## config.mk

```make
export PLATFORM = sky130hd
export DESIGN_NAME = adder_tree_acc
export DESIGN_NICKNAME = d
export VERILOG_FILES = /design/src/rtl/adder_tree_pkg.sv /design/src/rtl/adder_tree_level.sv /design/src/rtl/adder_tree_acc.sv
export SDC_FILE = /design/constraint.sdc
export NUM_CORES = 1
export LEC_CHECK = 0
export ABC_AREA = 1
export BUFFER_PORTS_ARGS = -buffer_cell sky130_fd_sc_hd__buf_2
export CORE_MARGIN = 3
export CORE_UTILIZATION = 60
export DETAILED_ROUTE_END_ITERATION = 8
export PLACE_DENSITY = 0.93
export SYNTH_ARGS = -nofsm -noshare
export SYNTH_HDL_FRONTEND = slang
export SYNTH_SLANG_ARGS = --single-unit
```

## constraint.sdc

```tcl
create_clock -name i_clk -period 13.35 [get_ports i_clk]
set_input_delay 2.67 -clock i_clk [delete_from_list [all_inputs] [get_ports i_clk]]
set_output_delay 2.67 -clock i_clk [all_outputs]
set_load 0.005 [all_outputs]
```

## src/rtl/adder_tree_pkg.sv

```systemverilog
// Shared helpers for adder_tree_acc: tree geometry, widths and saturation bounds.
// Combinational constants only; no latency, no backpressure.
package adder_tree_pkg;

  localparam int DEF_NUM_IN = 9;
  localparam int DEF_DATA_W = 20;
  localparam int DEF_ACC_W  = 32;
  localparam int DEF_OUT_W  = 20;

  function automatic int clog2(input int v);
    int r;
    r = 0;
    while ((1 << r) < v) begin
      r = r + 1;
    end
    return r;
  endfunction

  // Width of the results produced by tree level n (0-based).
  function automatic int lvl_w(input int data_w, input int n);
    return data_w + n + 1;
  endfunction

  // Number of entries entering tree level n.
  function automatic int lvl_cnt(input int num_in, input int n);
    return (num_in + (1 << n) - 1) >> n;
  endfunction

  function automatic logic signed [63:0] sat_max(input int out_w);
    return (64'sd1 <<< (out_w - 1)) - 64'sd1;
  endfunction

  function automatic logic signed [63:0] sat_min(input int out_w);
    return -(64'sd1 <<< (out_w - 1));
  endfunction

  localparam logic signed [63:0] DEF_SAT_MAX = sat_max(DEF_OUT_W);
  localparam logic signed [63:0] DEF_SAT_MIN = sat_min(DEF_OUT_W);

endpackage

```

## src/rtl/adder_tree_level.sv

```systemverilog
// One registered reduction level: pairs (2j, 2j+1) summed, odd leftover passed through.
// Latency 1 cycle; free-running, no backpressure.
module adder_tree_level
  import adder_tree_pkg::*;
#(
  parameter int N_IN = 9,
  parameter int IN_W = 20
) (
  input  logic                               i_clk,
  input  logic                               i_rst,
  input  logic [N_IN*IN_W-1:0]               i_dat,
  output logic [((N_IN+1)/2)*(IN_W+1)-1:0]   o_dat
);

  localparam int N_OUT = (N_IN + 1) / 2;
  localparam int OUT_W = IN_W + 1;
  localparam int PAD_W = 2 * N_OUT * IN_W;

  logic [PAD_W-1:0]       din_pad;
  logic [N_OUT*OUT_W-1:0] sum_d;
  logic [N_OUT*OUT_W-1:0] sum_q;

  // Zero padding makes the odd leftover add to 0, i.e. pass through unchanged.
  assign din_pad = PAD_W'(i_dat);

  always_comb begin
    sum_d = '0;
    for (int j = 0; j < N_OUT; j++) begin
      sum_d[j*OUT_W +: OUT_W] = OUT_W'($signed(din_pad[(2*j)*IN_W +: IN_W]))
                              + OUT_W'($signed(din_pad[(2*j+1)*IN_W +: IN_W]));
    end
  end

  always_ff @(posedge i_clk or posedge i_rst) begin
    if (i_rst) begin
      sum_q <= '0;
    end else begin
      sum_q <= sum_d;
    end
  end

  assign o_dat = sum_q;

endmodule

```

## src/rtl/adder_tree_acc.sv

```systemverilog
// Pipelined signed adder tree with first/last framed accumulation; latency LEVELS+1, no backpressure.
// Define ADDER_TREE_SAT_EN to clamp the frame result to OUT_W and report o_ovf; otherwise results wrap.
module adder_tree_acc
  import adder_tree_pkg::*;
#(
  parameter int NUM_IN = DEF_NUM_IN,
  parameter int DATA_W = DEF_DATA_W,
  parameter int ACC_W  = DEF_ACC_W,
  parameter int OUT_W  = DEF_OUT_W
) (
  input  logic                     i_clk,
  input  logic                     i_rst,
  input  logic                     i_valid,
  input  logic                     i_first,
  input  logic                     i_last,
  input  logic [NUM_IN*DATA_W-1:0] i_data,
  output logic                     o_valid,
  output logic [OUT_W-1:0]         o_data,
  output logic                     o_ovf
);

  localparam int LEVELS = clog2(NUM_IN);
  localparam int TREE_W = DATA_W + LEVELS;

  // Reduction tree: level n consumes lvl_cnt(n) entries of DATA_W+n bits.
  for (genvar n = 0; n < LEVELS; n++) begin : g_lvl
    localparam int NI = lvl_cnt(NUM_IN, n);
    localparam int NO = lvl_cnt(NUM_IN, n + 1);
    localparam int IW = DATA_W + n;
    localparam int OW = lvl_w(DATA_W, n);

    logic [NI*IW-1:0] lvl_in;
    logic [NO*OW-1:0] lvl_dat;

    if (n == 0) begin : g_src
      assign lvl_in = i_data;
    end else begin : g_src
      assign lvl_in = g_lvl[n-1].lvl_dat;
    end

    adder_tree_level #(
      .N_IN (NI),
      .IN_W (IW)
    ) u_level (
      .i_clk (i_clk),
      .i_rst (i_rst),
      .i_dat (lvl_in),
      .o_dat (lvl_dat)
    );
  end

  logic [TREE_W-1:0]       tree_dat;
  logic signed [ACC_W-1:0] tree_sum;

  assign tree_dat = g_lvl[LEVELS-1].lvl_dat;
  assign tree_sum = ACC_W'($signed(tree_dat));

  // Flags are qualified by i_valid on entry so idle cycles carry no stale first/last.
  logic [LEVELS-1:0] vld_d,   vld_q;
  logic [LEVELS-1:0] first_d, first_q;
  logic [LEVELS-1:0] last_d,  last_q;

  always_comb begin
    vld_d      = '0;
    first_d    = '0;
    last_d     = '0;
    vld_d[0]   = i_valid;
    first_d[0] = i_valid & i_first;
    last_d[0]  = i_valid & i_last;
    for (int k = 1; k < LEVELS; k++) begin
      vld_d[k]   = vld_q[k-1];
      first_d[k] = first_q[k-1];
      last_d[k]  = last_q[k-1];
    end
  end

  always_ff @(posedge i_clk or posedge i_rst) begin
    if (i_rst) begin
      vld_q   <= '0;
      first_q <= '0;
      last_q  <= '0;
    end else begin
      vld_q   <= vld_d;
      first_q <= first_d;
      last_q  <= last_d;
    end
  end

  logic                    beat_vld;
  logic                    beat_first;
  logic                    beat_last;
  logic signed [ACC_W-1:0] acc_d, acc_q;
  logic signed [ACC_W-1:0] sum_res;
  logic [OUT_W-1:0]        res_dat;
  logic                    res_ovf;

  assign beat_vld   = vld_q[LEVELS-1];
  assign beat_first = first_q[LEVELS-1];
  assign beat_last  = last_q[LEVELS-1];

  assign sum_res = beat_first ? tree_sum : acc_q + tree_sum;

`ifdef ADDER_TREE_SAT_EN
  localparam logic signed [ACC_W-1:0] SAT_HI = ACC_W'(sat_max(OUT_W));
  localparam logic signed [ACC_W-1:0] SAT_LO = ACC_W'(sat_min(OUT_W));

  always_comb begin
    res_dat = sum_res[OUT_W-1:0];
    res_ovf = 1'b0;
    if (sum_res > SAT_HI) begin
      res_dat = SAT_HI[OUT_W-1:0];
      res_ovf = 1'b1;
    end else if (sum_res < SAT_LO) begin
      res_dat = SAT_LO[OUT_W-1:0];
      res_ovf = 1'b1;
    end
  end
`else
  always_comb begin
    res_dat = sum_res[OUT_W-1:0];
    res_ovf = 1'b0;
  end
`endif

  logic             ovld_d, ovld_q;
  logic [OUT_W-1:0] odat_d, odat_q;
  logic             ovf_d,  ovf_q;

  // The accumulator empties on last so a following orphan beat starts from 0.
  always_comb begin
    acc_d  = acc_q;
    ovld_d = 1'b0;
    odat_d = odat_q;
    ovf_d  = ovf_q;
    if (beat_vld) begin
      if (beat_last) begin
        acc_d  = '0;
        ovld_d = 1'b1;
        odat_d = res_dat;
        ovf_d  = res_ovf;
      end else begin
        acc_d  = sum_res;
      end
    end
  end

  always_ff @(posedge i_clk or posedge i_rst) begin
    if (i_rst) begin
      acc_q  <= '0;
      ovld_q <= 1'b0;
      odat_q <= '0;
      ovf_q  <= 1'b0;
    end else begin
      acc_q  <= acc_d;
      ovld_q <= ovld_d;
      odat_q <= odat_d;
      ovf_q  <= ovf_d;
    end
  end

  assign o_valid = ovld_q;
  assign o_data  = odat_q;
  assign o_ovf   = ovf_q;

endmodule
```

==> results.json <==
{
  "placementRows": 61,
  "core_area_um2": 27930,
  "leakage_nw": 10.29,
  "startpoint_type": "input port",
  "cp.required_ns": 13.78,
  "multi_input_area_um2": 9472,
  "n_antenna_cell": 0,
  "grt_usage": 0.2832,
  "fp.dieArea_um2": 30600,
  "timing.rr.start": "acc_q[0]",
  "antenna_left": 0,
  "rr_endpoint": "o_data[14]",
  "grt_overflow": 0,
  "path_cells": "buf_2 > ha_1 > fa_1 > nand3_1 > nand2_1 > a21boi_2 > o21bai_2 > nand4_1 > nand2_1 > nand2_1 > nand2_1",
  "ys_seq_elements": 273,
  "area_growth_pct": 13.82,
  "hp-start": "g_lvl[1].u_level.o_dat[51]",
  "drc": 0,
  "worst_pin_slew_ns": 0.9195,
  "final_cells": 2696,
  "cts-root-buf": "clkbuf_16",
  "grt_pass1_wl_mm": 71.24,
  "max_freq_mhz": 255.1,
  "period_minus_slack_ns": 3.919,
  "post_route_cells_drive_above_1_share": 0.1324,
  "synth.distinct_cells": 39,
  "synth_area_leaders": "dfrtp_1 (40%), ha_1 (12%), nand2_1 (11%)",
  "synth_fa_ha_area_frac": 0.1355,
  "cts_resized": 0,
  "min_path_cells": 0,
  "synthCells": 2073,
  "cts_tree": "yes",
  "dp.cells": 2645,
  "syn_area_um2": 17120,
  "vias_per_cell": 5.569,
  "synth_top_family_by_area": "simple AND/OR/NAND/NOR gates",
  "status": "finished, final reports clean",
  "wl_met3_mm": 2.382,
  "cp.arrival_ns": 4.35,
  "ctsHoldBuffers": 0,
  "clockBufferDepth": 3,
  "drtIter0Drc": 1023,
  "clk_pin_slew_ns": 0.06,
  "htreeDepth": 1,
  "grt_max_degree": 135,
  "die_x_um": 174.9,
  "power_density_nw_per_um2": 210.9,
  "grt_pass1_vias": 15020,
  "end_kind": "flop",
  "path_common_cell": "nand2_1",
  "rsz0062_at_grt": "no",
  "final-seq-area_um2": 6832,
  "synth-simple-area-share": 0.2165,
  "vdd_drop_max_mv": 0.1204,
  "ys_seq_area_frac": 0.3989,
  "wirelength_mm": 43.41,
  "clock-sinks": 273,
  "gp_congestion": 0.9320,
  "port_buffers": 205,
  "synth_xor_area_frac": 0.06803,
  "slew_headroom": 0.3870,
  "fin_skew_ns": 0.01022,
  "setup_tns_ns": 0,
  "routedWlPerCell_um": 16.10,
  "clkLatencyLatePin_ns": 0.54,
  "io_pins": 207,
  "num_vias": 15010,
  "drv_cap": 0,
  "synth_mux_area_frac": 0.001169,
  "synthDominantCellAreaShare": 0.3989,
  "rr_worst_depth": 13,
  "hold_path_class": "flop to flop",
  "met1_length_mm": 17.00,
  "cpPeakStageDelay_ns": 0.48,
  "start_util": 0.6130,
  "yosys_warnings": 0,
  "cp_max_fo": 4,
  "maxSlewViolCount": 0,
  "dr.pass1.iters": 6,
  "antenna_found_initial": 0,
  "period_share": 0.2936,
  "final_hold_viol_count": 0,
  "route.met2.wl_mm": 21.97,
  "nFillCells": 2292,
  "top_layer": "met4",
  "syn_nets": 2438,
  "criticalPathCategory": "input port to flop",
  "synth_compound_area_frac": 0.1317,
  "finalSetupViolCount": 0,
  "whs_ns": 0.3462,
  "cts_setup_buffers": 0,
  "die_height_um": 174.9,
  "cts_buffers": 28,
  "avgSynthCellArea_um2": 8.260,
  "layout.nets": 2662,
  "reg2reg_slack_ns": 11.07,
  "cpMaxStageDelayCell": "fa_1",
  "hpwl_mm": 34.66,
  "yosysTopAreaCell": "dfrtp_1",
  "hold_end": "g_lvl[2].u_level.o_dat[30]"
}
==> area by class of cell <==
type	instances	area share
Clock inverter	13	0.006740
Timing Repair Buffer	209	0.05418
Inverter	200	0.03890
Multi-Input combinational cell	1585	0.4859
Tap cell	378	0.02427
Clock buffer	38	0.03948
Sequential cell	273	0.3505
==> through the flow <==
step           setup WS (ns)  cell area [µm²]  total power [mW]  utilization
2_1_floorplan          3.156            17120             2.745            -
3_3_place_gp           8.941            18590             3.225       0.6655
3_5_place_dp           8.896            18590             3.299       0.6655
4_1_cts                9.472            19490             4.094       0.6978
5_1_grt                9.257            19490             4.442       0.6978
6_report               9.431            19490             4.110       0.6978
==> cells by family (layout without fill, tap and decap cells) <==
kind of cell	count (synthesis)	count (layout)
XOR/XNOR	133	133
AND/OR/NAND/NOR	892	892
adder cells (fa/ha/maj)	180	180
AO/OA/AOI/OAI	377	377
multiplexers	2	2
buffers and inverters	215	460
flip-flops	273	273
other	1	1
==> Yosys cell counts (all sizes together) <==
| cell type | number |
|---|---|
| nand4 | 33 |
| nor3 | 15 |
| nor2 | 151 |
| o211ai | 3 |
| a21oi | 167 |
| o21a | 1 |
| o21bai | 20 |
| a21boi | 21 |
| clkbuf | 7 |
| o21ai | 106 |
| buf | 8 |
| o221ai | 1 |
| nand3 | 154 |
| and2 | 5 |
| a31oi | 27 |
| nand3b | 2 |
| conb | 1 |
| dfrtp | 273 |
| ha | 171 |
| a22oi | 1 |
| mux2i | 2 |
| fa | 9 |
| xnor2 | 43 |
| nand2 | 524 |
| inv | 200 |
| o22ai | 4 |
| xor2 | 90 |
| a21o | 26 |
| or2 | 8 |
==> critical path: cells and delay by family <==
family,cells,cell delay [ns]
buffers and inverters,1,0.10
adder cells (fa/ha/maj),2,0.72
AO/OA/AOI/OAI,2,0.37
AND/OR/NAND/NOR,6,0.49
==> power breakdown <==
| group | switching, mW | internal (mW) | total [mW] |
|---|---|---|---|
| clock network | 0.316 | 0.444 | 0.760 |
| logic | 1.35 | 0.780 | 2.13 |
| registers | 0.133 | 1.09 | 1.22 |
==> state kept, by name, summed over array words and instances (netlist names) <==
register and count:
g_lvl.u_level.o_dat 220, first_q 4, o_data 20, last_q 4
o_valid 1, acc_q 20, vld_q 4
==> layout by cell type, fill, tap and decap left out, types with 27 or more instances in the layout <==
master     netlist  final
a21oi_1        157    157
nor2_1         149    149
dfrtp_1        273    273
nand2_1        524    524
ha_1           171    171
buf_2            7    205
nand4_1         33     33
inv_1          199    198
xor2_1          90     90
xnor2_1         43     43
a31oi_1         27     27
clkbuf_16        0     29
o21ai_0         92     92
nand3_1        150    150
==> routing by layer <==
layer,global-route usage,up-vias
li1,-,7378
met1,0.3366,6945
met2,0.5173,557
met3,0.03238,134
met4,0.1233,0
met5,0,-
==> worst max path at each step <==
stage,startpoint,endpoint,slack (ns),cells past startpoint
after floorplan,i_rst,acc_q[0],3.16,1
after global placement,i_data[0],g_lvl[0].u_level.o_dat[14],8.94,8
after detailed placement,i_rst,g_lvl[0].u_level.o_dat[60],8.90,3
after CTS,i_data[80],g_lvl[0].u_level.o_dat[58],9.47,11
after global routing,i_rst,g_lvl[0].u_level.o_dat[60],9.26,3
final,i_data[80],g_lvl[0].u_level.o_dat[58],9.43,11
(Power assumes the default switching activity.)
